### config.mk
export PLATFORM = sky130hd
export DESIGN_NAME = dmem_arbiter
export DESIGN_NICKNAME = d
export VERILOG_FILES = /design/src/rtl/dmem_arbiter.sv
export SDC_FILE = /design/constraint.sdc
export NUM_CORES = 1
export LEC_CHECK = 0
export ABC_AREA = 1
export BUFFER_PORTS_ARGS = -buffer_cell sky130_fd_sc_hd__buf_2
export CORE_ASPECT_RATIO = 1.75
export CORE_UTILIZATION = 30
export CTS_CLUSTER_DIAMETER = 60
export CTS_CLUSTER_SIZE = 25
export DETAILED_ROUTE_END_ITERATION = 10
export PLACE_DENSITY = 0.68
export REMOVE_ABC_BUFFERS = 1
export SLEW_MARGIN = 20
export SYNTH_ARGS = -nofsm -noshare
export SYNTH_HDL_FRONTEND = slang
export SYNTH_SLANG_ARGS = --single-unit
### constraint.sdc
create_clock -name clk -period 1.5 [get_ports clk]
set_clock_uncertainty 0.1 [all_clocks]
set_input_delay 0.075 -clock clk [delete_from_list [all_inputs] [get_ports clk]]
set_output_delay 0.075 -clock clk [all_outputs]
set_load 0.01 [all_outputs]
### src/rtl/dmem_arbiter.sv
// Two-port arbiter in front of the single-port data memory: CPU on port 0, loader on port 1.
// Define DMEM_ARB_RR_EN for round-robin contention handling; otherwise port 0 has fixed priority.

module dmem_arb_port #(
  parameter int DATA_W = 32
) (
  input  logic              clk,
  input  logic              reset_n,
  input  logic              done,
  input  logic              rd,
  input  logic [DATA_W-1:0] ram_rd,
  output logic              ack,
  output logic [DATA_W-1:0] rdata
);
  always_ff @(posedge clk or negedge reset_n) begin
    if (!reset_n) begin
      ack   <= 1'b0;
      rdata <= '0;
    end else begin
      ack <= done;
      // rdata is sticky: only reads that complete on this port replace it
      if (done && rd) rdata <= ram_rd;
    end
  end
endmodule

module dmem_arbiter #(
  parameter int ADDR_W = 7,
  parameter int DATA_W = 32
) (
  input  logic              clk,
  input  logic              reset_n,
  input  logic              req0,
  input  logic              req1,
  input  logic              we0,
  input  logic              we1,
  input  logic [ADDR_W-1:0] addr0,
  input  logic [ADDR_W-1:0] addr1,
  input  logic [DATA_W-1:0] wdata0,
  input  logic [DATA_W-1:0] wdata1,
  output logic              gnt0,
  output logic              gnt1,
  output logic              ack0,
  output logic              ack1,
  output logic [DATA_W-1:0] rdata0,
  output logic [DATA_W-1:0] rdata1,
  output logic [ADDR_W-1:0] ram_a,
  output logic              ram_we,
  output logic [DATA_W-1:0] ram_wd,
  input  logic [DATA_W-1:0] ram_rd
);
  localparam int NUM_PORTS = 2;

  typedef struct packed {
    logic              owner;
    logic              we;
    logic [ADDR_W-1:0] addr;
    logic [DATA_W-1:0] wdata;
  } acc_t;

  acc_t sel;
  logic accept;
  logic stage_v, stage_owner, stage_we;
  logic [NUM_PORTS-1:0]             ack_v;
  logic [NUM_PORTS-1:0][DATA_W-1:0] rdata_v;

`ifdef DMEM_ARB_RR_EN
  logic rr_ptr;

  always_comb begin
    gnt0 = req0 & (~req1 | ~rr_ptr);
    gnt1 = req1 & (~req0 |  rr_ptr);
  end

  // the port just served yields preference to the other one
  always_ff @(posedge clk or negedge reset_n) begin
    if (!reset_n)    rr_ptr <= 1'b0;
    else if (accept) rr_ptr <= ~sel.owner;
  end
`else
  always_comb begin
    gnt0 = req0;
    gnt1 = req1 & ~req0;
  end
`endif

  assign accept = gnt0 | gnt1;

  always_comb begin
    sel.owner = gnt1;
    sel.we    = gnt1 ? we1    : we0;
    sel.addr  = gnt1 ? addr1  : addr0;
    sel.wdata = gnt1 ? wdata1 : wdata0;
  end

  // access stage; address and write data hold through idle cycles
  always_ff @(posedge clk or negedge reset_n) begin
    if (!reset_n) begin
      stage_v     <= 1'b0;
      stage_owner <= 1'b0;
      stage_we    <= 1'b0;
      ram_a       <= '0;
      ram_wd      <= '0;
    end else begin
      stage_v <= accept;
      if (accept) begin
        stage_owner <= sel.owner;
        stage_we    <= sel.we;
        ram_a       <= sel.addr;
        ram_wd      <= sel.wdata;
      end
    end
  end

  assign ram_we = stage_v & stage_we;

  for (genvar p = 0; p < NUM_PORTS; p++) begin : g_port
    dmem_arb_port #(.DATA_W(DATA_W)) u_port (
      .clk    (clk),
      .reset_n(reset_n),
      .done   (stage_v && (stage_owner == 1'(p))),
      .rd     (~stage_we),
      .ram_rd (ram_rd),
      .ack    (ack_v[p]),
      .rdata  (rdata_v[p])
    );
  end

  assign ack0   = ack_v[0];
  assign ack1   = ack_v[1];
  assign rdata0 = rdata_v[0];
  assign rdata1 = rdata_v[1];
endmodule
==> metrics.md <==
| Metric | Value |
|---|---|
| Run status | `complete, no violations` |
| Clock latency at the later pin of the worst-skew pair | `0.34 ns` |
| Cell count after placement | `902` |
| Number of detailed-routing iterations run before antenna repair | `5` |
| Mapped Avg Cell Area | `8.761 µm²` |
| Wire length after detailed routing | `~15000 µm` |
| Synthesized netlist cell count | `slightly above 500` |
| Post-layout util | `0.4954` |
| Detail-routed net length per standard cell | `14.25 µm` |
| Largest net degree at the start of global routing | `45` |
| Share of the clock period used by the worst path | `0.8856` |
| First-pass GRT wire length | `~24000 µm` |
| Number of buffers added by the clock tree synthesis step | `9` |
| Leakage power summed over all cells | `0.003941 µW` |
| Die height | `164.7 µm` |
| Hold crit path type | `input pin to async pin` |
| Simple-gate portion of the synthesized area | `0.3488` |
| Post-synthesis instance area | `4538 µm²` |
| Count of yosys warnings during synthesis | `0` |
| Number of distinct library cell variants in the gate-level netlist after synthesis | `13` |
| DRT iter0 DRCs | `120` |
| Standard cell core area | `around 15000 µm²` |
| Antenna violations before repair | `0` |
| Die footprint | `~16000 µm²` |
| Multiplexer fraction of the synthesized cell area | `0` |
| Clock transition time at the flip-flop clock pins of the worst setup and hold paths | `0.08 ns` |
| Number of hold violations in the final report | `0` |
| Final std cell area, no fill | `7351 µm²` |
| PwrDens | `approximately 1100 nW/µm²` |
| Critical path required time | `1.63 ns` |
| Deepest clock path buffer count | `2` |
| Mean number of vias per cell | `4.815` |
| Via count of the first global-routing pass | `5044` |
| Cell chosen for the clock root | `clkbuf_16` |
| Worst path arrival time | `1.46 ns` |
| Overall power of the completed layout | `8166 µW` |
| Share of the synthesized netlist area taken by xor and xnor gates | `0` |
| Number of standard cells in the final layout excluding fillers | `1035` |
| Maximum level of the CTS H-tree | `3` |
| Sinks on the clock net | `~110` |
| Starting density of the core | `0.3058` |
| Unrepaired setup endpoints after global routing | `no` |
| TritonCTS clock tree | `yes` |
| #FFs+latches synth | `108` |
| Number of max-cap violations | `0` |
| Most frequent standard cell in the layout excluding fill and tap cells | `buf_2` |
| Area added between synthesis and finish | `61.98%` |
| Die boundary width | `94.98 µm` |
| Actual slew at the worst max-slew pin | `about 0.43 ns` |
| Largest fanout of any net on the critical path | `1` |
| Max Fclk | `752.8 MHz` |
| Leading cell types in the layout, fill and taps excluded | `222 x buf_2, 210 x nand2_1, 117 x dlygate4sd3_1, 112 x nand3_1, 108 x dfrtp_1` |
| Proportion of synthesized chip area in sequential cells | `0.5955` |
| Buffers inserted by post-CTS timing repair | `0` |
| Post-cts sizing count | `0` |
| GRT Overall Usage | `0.1927` |
| Area share of fa/ha/maj cells after synthesis | `0` |
| Number of vias in the routed layout | `4984` |
| Num ports | `about 220` |
| Placed standard-cell area | `just under 6000 µm²` |
| Antenna-violating nets left | `0` |
| Fraction of final layout cells sized beyond drive strength 1 | `0.3110` |
| Number of max-slew violations in the final report | `0` |
| Diodes inserted | `0` |
| Total number of placement rows | `between 50 and 60` |
| Count of port buffers added during placement | `about 220` |
| Detailed-placement wirelength estimate | `9543 µm` |
| Combinational family with the most area after synthesis | `simple AND/OR/NAND/NOR gates` |
| Endpoint kind of the worst setup timing path | `register` |
| Kind of start point of the critical path | `input pin` |
| Number of endpoints failing setup at the final stage | `0` |
| Rel. slew slack | `0.7145` |
| Area fraction in compound gates after synthesis | `0.001103` |
| Final layout net count | `963` |
| Maximum vdd drop | `between 0.7 and 0.8 mV` |
| Final period demand of the worst path | `1.328 ns` |
| Global route total overflow | `0` |
| Routability congestion estimate from global placement | `around 0.77` |
| Post-route DRC | `0` |
| Worst Path Class, Setup | `input pin to register` |
-- cell usage after synthesis --
| master | n | share of area |
|---|---|---|
| buf_4 | 6 | 0.0099 |
| nand2_1 | 210 | 0.17 |
| nand3_1 | 112 | 0.12 |
| buf_2 | 30 | 0.033 |
| inv_1 | 5 | 0.0041 |
| nor2_1 | 2 | 0.0017 |
| nand4_1 | 32 | 0.044 |
| a21oi_1 | 1 | 0.0011 |
| clkbuf_1 | 6 | 0.0050 |
| nor2_2 | 1 | 0.0014 |
| inv_2 | 3 | 0.0025 |
| dfrtp_1 | 108 | 0.60 |
| nand3_2 | 2 | 0.0044 |
-- layer usage --
layer | track usage | vias up | part of all wire
met3 | 0.03637 | 41 | 0.050
met4 | 0.08540 | 0 | 0.033
li1 | - | 2363 | -
met2 | 0.3519 | 216 | 0.54
met5 | 0 | - | 0
met1 | 0.2114 | 2364 | 0.37
-- final timing paths --
path / slack (ns) / startpoint / depth (start not counted) / endpoint
max: 0.17 / wdata0[25] / 5 / ram_wd[25]
min: 0.1 / reset_n / 2 / g_port[1].u_port.rdata[20]
max reg2reg: 0.19 / ram_a[0] / 3 / ram_a[0]
min reg2reg: 0.37 / g_port[0].u_port.rdata[0] / 2 / g_port[0].u_port.rdata[0]
max in group asynchronous: 0.67 / reset_n / 3 / g_port[0].u_port.rdata[18]
min in group clk: 0.15 / req1 / 4 / stage_v
-- logic make-up after synthesis --
| family | count (synthesis) |
|---|---|
| and+or+nand+nor | 359 |
| AOI/OAI and AO/OA | 1 |
| buffers and inverters | 50 |
| DFF | 108 |
-- where the power goes --
part / leakage [µW] / total (µW) / internal [µW] / switching, µW
clock: 0.000152 / 2450 / 1320 / 1130
combinational: 0.00247 / 2070 / 975 / 1090
sequential: 0.00132 / 3650 / 3380 / 263
total: 0.00394 / 8170 / 5680 / 2480
-- worst max-delay path: stages --
cell           delay, ns
dlygate4sd3_1       0.54
buf_2               0.13
nand2_1             0.05
nand3_1             0.09
dlygate4sd3_1       0.57
-- sequential cells by signal, indices dropped and copies added (netlist names) --
signal	count
stage_owner	1
g_port.u_port.rdata	64
g_port.u_port.ack	2
stage_we	1
ram_a	7
stage_v	1
ram_wd	32
-- area by class of cell --
class | instances | area, µm²
Clock buffer | 9 | 225.2
Multi-Input combinational cell | 360 | 1593
Sequential cell | 108 | 2703
Timing Repair Buffer | 360 | 2490
Clock inverter | 7 | 81.33
Tap cell | 183 | 229.0
Fill cell | 1405 | 7487
Inverter | 8 | 30.03
-- through the flow --
step,setup WS (ns),TNS (ns),hold slack (ns)
after global placement,0.2478,0,-0.06682
final,0.1716,0,0.09829
after detailed placement,0.2469,0,-0.06058
after CTS,0.1833,0,0.1002
after global routing,0.1265,0,0.1276
after floorplan,-0.4002,-25.50,-0.3206
-- timing repair --
| item | 4_1_cts | 5_1_grt |
|---|---|---|
| endpoints found under the hold margin | 213 | 0 |
| endpoints found under the setup margin | 0 | 0 |
| hold buffers | 117 | 0 |
Note: power is estimated with default switching activity, not from simulation.
